<file path="config.mk">
export PLATFORM = sky130hd
export DESIGN_NAME = fetch_queue_flat
export DESIGN_NICKNAME = d
export VERILOG_FILES = /design/src/rtl/fetch_queue_if.sv /design/src/rtl/fetch_queue.sv /design/src/flat_wrapper.sv
export SDC_FILE = /design/constraint.sdc
export NUM_CORES = 1
export LEC_CHECK = 0
export ABC_CLOCK_PERIOD_IN_PS = 4730
export CORE_ASPECT_RATIO = 1.2
export CORE_MARGIN = 4
export CORE_UTILIZATION = 55
export CTS_CLUSTER_DIAMETER = 30
export DETAILED_ROUTE_END_ITERATION = 7
export PLACE_DENSITY = 0.86
export SYNTH_ARGS = -nofsm -noshare
export SYNTH_HDL_FRONTEND = slang
export SYNTH_SLANG_ARGS = --single-unit
</file>
<file path="constraint.sdc">
create_clock -name clk -period 4.73 [get_ports clk]
set_input_delay 0.7095 -clock clk [delete_from_list [all_inputs] [get_ports clk]]
set_output_delay 0.7095 -clock clk [all_outputs]
set_load 0.005 [all_outputs]
</file>
<file path="src/rtl/fetch_queue_if.sv">
// fetch_queue_if: handshake bundle between instruction fetch, the prefetch
// queue and the decode stage.
//   push_*  : fetch side pushes {pc, instr} under push_valid/push_ready
//   pop_*   : decode side pops the head entry under pop_valid/pop_ready
//   flush   : branch/jump resolution, empties the queue
//   count   : number of stored entries
// Modports: slave = the queue, master = the fetch/decode environment.
interface fetch_queue_if #(
  parameter int N  = 32,
  parameter int AW = 2
);
  logic         push_valid;
  logic         push_ready;
  logic [N-1:0] push_pc;
  logic [N-1:0] push_instr;
  logic         pop_valid;
  logic         pop_ready;
  logic [N-1:0] pop_pc;
  logic [N-1:0] pop_pc_plus4;
  logic [N-1:0] pop_instr;
  logic         flush;
  logic [AW:0]  count;

  modport slave (
    input  push_valid, push_pc, push_instr, pop_ready, flush,
    output push_ready, pop_valid, pop_pc, pop_pc_plus4, pop_instr, count
  );

  modport master (
    output push_valid, push_pc, push_instr, pop_ready, flush,
    input  push_ready, pop_valid, pop_pc, pop_pc_plus4, pop_instr, count
  );
endinterface

</file>
<file path="src/rtl/fetch_queue.sv">
// fetch_queue: instruction prefetch FIFO between instruction-memory fetch and
// the IF/ID decode stage. First-word-fall-through head, no same-cycle bypass;
// decode sees NOP (0) when the queue is empty or being flushed.
// Ports:
//   clk         rising-edge clock
//   reset       synchronous active-low reset
//   bus         fetch_queue_if.slave (push/pop handshakes, flush, count)
//   flush_drops (only with FETCH_QUEUE_STATS_EN) saturating sum of count
//               sampled at every flush edge
// Optional feature macro: FETCH_QUEUE_STATS_EN
module fetch_queue #(
  parameter int N     = 32,
  parameter int DEPTH = 4,
  parameter int AW    = 2
) (
  input  logic          clk,
  input  logic          reset,
  fetch_queue_if.slave  bus
`ifdef FETCH_QUEUE_STATS_EN
  ,
  output logic [15:0]   flush_drops
`endif
);

  localparam logic [AW:0] FULL = (AW+1)'(DEPTH);

  typedef struct packed {
    logic [N-1:0] pc;
    logic [N-1:0] instr;
  } entry_t;

  entry_t        mem_q [DEPTH];
  entry_t        head;
  logic [AW-1:0] wr_ptr_q, wr_ptr_d;
  logic [AW-1:0] rd_ptr_q, rd_ptr_d;
  logic [AW:0]   count_q, count_d;
  logic [N-1:0]  last_pc_q, last_pc_d;
  logic          not_empty;
  logic          push_fire, pop_fire;

  assign head      = mem_q[rd_ptr_q];
  assign not_empty = (count_q != '0);

  // Handshake outputs; flush blocks both sides for the whole cycle.
  assign bus.push_ready = (count_q != FULL) && !bus.flush;
  assign bus.pop_valid  = not_empty && !bus.flush;
  assign push_fire      = bus.push_valid && bus.push_ready;
  assign pop_fire       = bus.pop_valid && bus.pop_ready;

  // Head outputs. When empty the storage slot under rd_ptr is stale, so the
  // PC comes from a register holding the most recently popped PC instead.
  assign bus.pop_pc       = not_empty ? head.pc : last_pc_q;
  assign bus.pop_pc_plus4 = bus.pop_pc + N'(4);
  assign bus.pop_instr    = bus.pop_valid ? head.instr : '0;
  assign bus.count        = count_q;

  always_comb begin
    wr_ptr_d  = wr_ptr_q;
    rd_ptr_d  = rd_ptr_q;
    count_d   = count_q;
    last_pc_d = last_pc_q;
    if (bus.flush) begin
      wr_ptr_d = '0;
      rd_ptr_d = '0;
      count_d  = '0;
    end else begin
      // Pointers wrap naturally since DEPTH == 2**AW.
      if (push_fire) wr_ptr_d = wr_ptr_q + 1'b1;
      if (pop_fire) begin
        rd_ptr_d  = rd_ptr_q + 1'b1;
        last_pc_d = head.pc;
      end
      case ({push_fire, pop_fire})
        2'b10:   count_d = count_q + 1'b1;
        2'b01:   count_d = count_q - 1'b1;
        default: count_d = count_q;
      endcase
    end
  end

  always_ff @(posedge clk) begin
    if (!reset) begin
      wr_ptr_q  <= '0;
      rd_ptr_q  <= '0;
      count_q   <= '0;
      last_pc_q <= '0;
    end else begin
      wr_ptr_q  <= wr_ptr_d;
      rd_ptr_q  <= rd_ptr_d;
      count_q   <= count_d;
      last_pc_q <= last_pc_d;
    end
  end

  // Storage has no reset; contents are only observed while count != 0.
  always_ff @(posedge clk) begin
    if (reset && push_fire) mem_q[wr_ptr_q] <= '{pc: bus.push_pc, instr: bus.push_instr};
  end

`ifdef FETCH_QUEUE_STATS_EN
  logic [15:0] drops_q;
  logic [16:0] drops_sum;

  assign drops_sum   = {1'b0, drops_q} + 17'(count_q);
  assign flush_drops = drops_q;

  always_ff @(posedge clk) begin
    if (!reset)         drops_q <= '0;
    else if (bus.flush) drops_q <= drops_sum[16] ? 16'hFFFF : drops_sum[15:0];
  end
`endif

endmodule
</file>
<file path="src/flat_wrapper.sv">
// flat-port wrapper written by rule: the top's interface ports become plain ports
module fetch_queue_flat 
#(
  parameter int N     = 32,
  parameter int DEPTH = 4,
  parameter int AW    = 2
)
  (clk, reset, bus_push_valid, bus_push_pc, bus_push_instr, bus_pop_ready, bus_flush, bus_push_ready, bus_pop_valid, bus_pop_pc, bus_pop_pc_plus4, bus_pop_instr, bus_count);
  fetch_queue_if #(.N(N), .AW(AW)) bus_i ();
  input  logic clk;
  input  logic reset;
  input wire logic [$bits(bus_i.push_valid)-1:0] bus_push_valid;
  input wire logic [$bits(bus_i.push_pc)-1:0] bus_push_pc;
  input wire logic [$bits(bus_i.push_instr)-1:0] bus_push_instr;
  input wire logic [$bits(bus_i.pop_ready)-1:0] bus_pop_ready;
  input wire logic [$bits(bus_i.flush)-1:0] bus_flush;
  output wire logic [$bits(bus_i.push_ready)-1:0] bus_push_ready;
  output wire logic [$bits(bus_i.pop_valid)-1:0] bus_pop_valid;
  output wire logic [$bits(bus_i.pop_pc)-1:0] bus_pop_pc;
  output wire logic [$bits(bus_i.pop_pc_plus4)-1:0] bus_pop_pc_plus4;
  output wire logic [$bits(bus_i.pop_instr)-1:0] bus_pop_instr;
  output wire logic [$bits(bus_i.count)-1:0] bus_count;
  assign bus_i.push_valid = bus_push_valid;
  assign bus_i.push_pc = bus_push_pc;
  assign bus_i.push_instr = bus_push_instr;
  assign bus_i.pop_ready = bus_pop_ready;
  assign bus_i.flush = bus_flush;
  assign bus_push_ready = bus_i.push_ready;
  assign bus_pop_valid = bus_i.pop_valid;
  assign bus_pop_pc = bus_i.pop_pc;
  assign bus_pop_pc_plus4 = bus_i.pop_pc_plus4;
  assign bus_pop_instr = bus_i.pop_instr;
  assign bus_count = bus_i.count;
  fetch_queue #(.N(N), .DEPTH(DEPTH), .AW(AW)) u_core (.clk(clk), .reset(reset), .bus(bus_i));
endmodule
</file>
==> impl_metrics.ini <==
[run_status]
outcome = finished, final reports clean

[finish]
drive_above_1_share_pct = 15.72
area_delta_synth_final_pct = 27.03
utilization_pct = 71.85
final_nets = 1042
final_area_sq_um = 15750
fillers = 1400
final_cell_count_no_fill = 1274

[place]
post-place-cells = 1195
io_buffers = 169
dpl-instance-area_sq_um = 14330
hpwl_mm = 16.16
place.gp.congestion = 0.9092

[sta]
fmax_ghz = 0.2234
layout_min_cycle_time_ns = 4.476
fin_tns_setup_ns = 0
finClkSkew_ns = 0.01591
tightest_slew_ns = 1.026
rsz0062_at_grt = no
drv_slew = 0
setup_viol = 0
finalHoldViolations = 0
finalCritPeriodShare_pct = 94.62
max_slew_margin_pct = 31.58

[global_route]
grt_pass1_vias = 7466
grt_antenna_before_repair = 2
grt_pass1_wl_mm = 40.79
grt_usage_pct = 20.82
grt-ovfl-total = 0
grt_max_degree = 65

[power_and_ir_drop]
p_leak_nw = 5.212
vdd_ir_drop_max_v = 0.0003520
power_density_nw_per_um2 = 391.2
p_total_mw = 6.163

[clocking]
cts_sinks = 297
post_cts_buffers = 0
cts.reportedPaths.clkPinSlew_ns = 0.06
cts_buffers = 43
h-tree-depth = 2
clock_path_buffers = 3
clk_latency_ns = 0.52
cts_root_buf = clkbuf_16
cts_tree = done

[synth]
synth_top_cell_by_area = edfxtp_1
syn_inst = 784
ys_async_sr_fraction_pct = 0
yosysWarnings = 0
yosysSeqAreaShare_pct = 68.61
synth-main-ff-cell = edfxtp_1
synth_edf_count = 256
synth_nets = 860
syn_area_per_cell_sq_um = 15.82
synth-seq-cells = 297
synthDominantCellAreaShare_pct = 61.99
synth_cell_types = 50
synthTopCellsByArea = edfxtp_1 (62%), mux4_2 (9.6%), dfxtp_1 (6.6%), nand2_1 (5.0%), mux4_1 (2.3%)
netlist_area_sq_um = 12400

[critical_path]
critical_path_buf_inv_count = 2
cpMaxStageDelayCell = clkdlybuf4s50_1
crit_family = simple AND/OR/NAND/NOR gates
worstSetupPathType = reg2out
crit_path_start_kind = flop
regToRegEndpoint = u_core.bus.count[2]
path_cells = mux4_2 > and2_0 > a21oi_1 > inv_1 > ha_1 > and4_1 > nand2_1 > a22oi_2 > nand4_1 > nor3b_2 > xor2_1 > clkdlybuf4s50_1
critPathMaxFanout = 7
rrSetupSlack_ns = 1.98
endpoint_kind = primary output
cp_data_arrival_time_ns = 3.77
critPathMaxStageDelay_ns = 0.51
r2r-start = u_core.bus.count[2]
crit_required_ns = 4.02
r2r_cells = 12

[detailed_routing]
drtIter0Drc = 403
wire_per_inst_microns = 20.35
drc = 0
dr.pass1.iters = 5
ant_nets = 0
avgViaCountPerCell = 5.722
finalWirelength_mm = 25.92
num_vias = 7290

[worst_hold_path]
hp-start = u_core.last_pc_q[0]
hold_depth = 2
hold_path_end = u_core.last_pc_q[0]
hp-class = reg2reg

[floorplan]
die_w_microns = 145.1
core_area_sq_um = 21920
initial_utilization_pct = 56.56
rows = 59
die_y_microns = 172.5
io_pins = 170
die_area_sq_um = 25020

[run]
drv_cap = 0
-- worst max-delay path by stage --
stage,cells after the start,to,startpoint,slack (ns)
6_report,12,bus_pop_pc_plus4[26],flop,0.25
5_1_grt,11,bus_pop_pc_plus4[30],u_core.bus.count[2],0.0004
4_1_cts,12,bus_pop_pc_plus4[26],flop,0.04
3_5_place_dp,12,bus_pop_pc_plus4[26],flop,0.63
3_3_place_gp,12,bus_pop_pc_plus4[26],flop,0.69
2_1_floorplan,13,bus_pop_pc_plus4[30],u_core.bus.count[2],0.95
-- flip-flops by register name, indices dropped and copies added, names as in the netlist, named ones only --
name and flops:
u_core.mem_q 256, u_core.last_pc_q 32, u_core.rd_ptr_q 2, u_core.wr_ptr_q 2, u_core.bus.count 3
-- synthesized netlist by cell type (2+ instances only) --
cell type and count:
edfxtp_1 256, nand2_1 164, mux4_2 53, dfxtp_1 41
and2_1 33, a21boi_0 32, clkbuf_1 21, nand3_1 19
nand4_1 19, xnor2_1 17, xor2_1 16, nor2_1 15
inv_1 11, mux4_1 11, buf_2 8, ha_1 6
and3_1 5, buf_4 5, o21ai_0 5, a21oi_1 4
buf_1 4, mux2i_1 4, nor3_1 4, a31oi_1 3
nand2b_1 2, nand4_4 2
-- placed cells by master (no fill, tap or decap), types with 7 or more instances in the layout --
| master | n |
|---|---|
| inv_1 | 11 |
| edfxtp_1 | 256 |
| xor2_1 | 16 |
| clkbuf_16 | 45 |
| dfxtp_1 | 39 |
| nand2_1 | 164 |
| clkinvlp_4 | 7 |
| nand4_1 | 19 |
| nand3_1 | 19 |
| and2_1 | 33 |
| buf_4 | 8 |
| clkdlybuf4s50_1 | 169 |
| mux4_1 | 11 |
| mux4_2 | 53 |
| nor2_1 | 14 |
| a21boi_0 | 32 |
| xnor2_1 | 17 |
-- power breakdown --
part	internal, mW	switching [mW]
logic	0.141	0.124
registers	2.87	0.00921
clock network	1.83	1.19
-- cells by family after synthesis --
group | after synthesis | share of synthesized area (%)
buffers and inverters | 53 | 2.119
xor gates and xnor gates | 33 | 2.331
and+or+nand+nor | 271 | 10.18
adders and majority gates | 7 | 0.7668
muxes | 69 | 12.37
AOI/OAI and AO/OA | 54 | 3.622
DFF | 297 | 68.61
-- layer usage --
layer / vias to the layer above / global-route usage (%) / routed length (microns)
met1: 3606 / 26.39 / 10520
li1: 3346 / - / -
met2: 287 / 35.70 / 12920
met4: 2 / 6.526 / 519
met3: 49 / 5.662 / 1949
met5: - / 0 / 20
-- worst min-delay path, stage by stage, from the launching register on --
cell and delay (ns):
dfxtp_1 0.31, nand2_1 0.05, a21boi_0 0.06
-- repair_timing --
action,CTS,global route
endpoints found under the setup margin,0,1
hold buffers,0,0
resized for setup,0,1
endpoints found under the hold margin,0,0
-- through the flow --
step / setup WS [ns] / hold slack [ns]
finish: 0.2544 / 0.4675
global route: 0.0003522 / 0.5149
CTS: 0.04193 / 0.4712
detailed placement: 0.6291 / 0.4629
global placement: 0.6884 / 0.4514
floorplan: 0.9465 / 0.4410
-- cell type report --
cell class | count | area, sq um | share of cell area, %
diodes | 1 | 2.502 | 0.01589
clock buffers | 45 | 1126 | 7.149
clock inverters | 33 | 286.5 | 1.819
inverters | 12 | 45.04 | 0.2859
multi-input cells | 434 | 3662 | 23.25
flip-flops and latches | 297 | 8516 | 54.06
well taps | 274 | 342.8 | 2.176
repair buffers | 178 | 1772 | 11.25
Power figures use the tool's default switching activity.
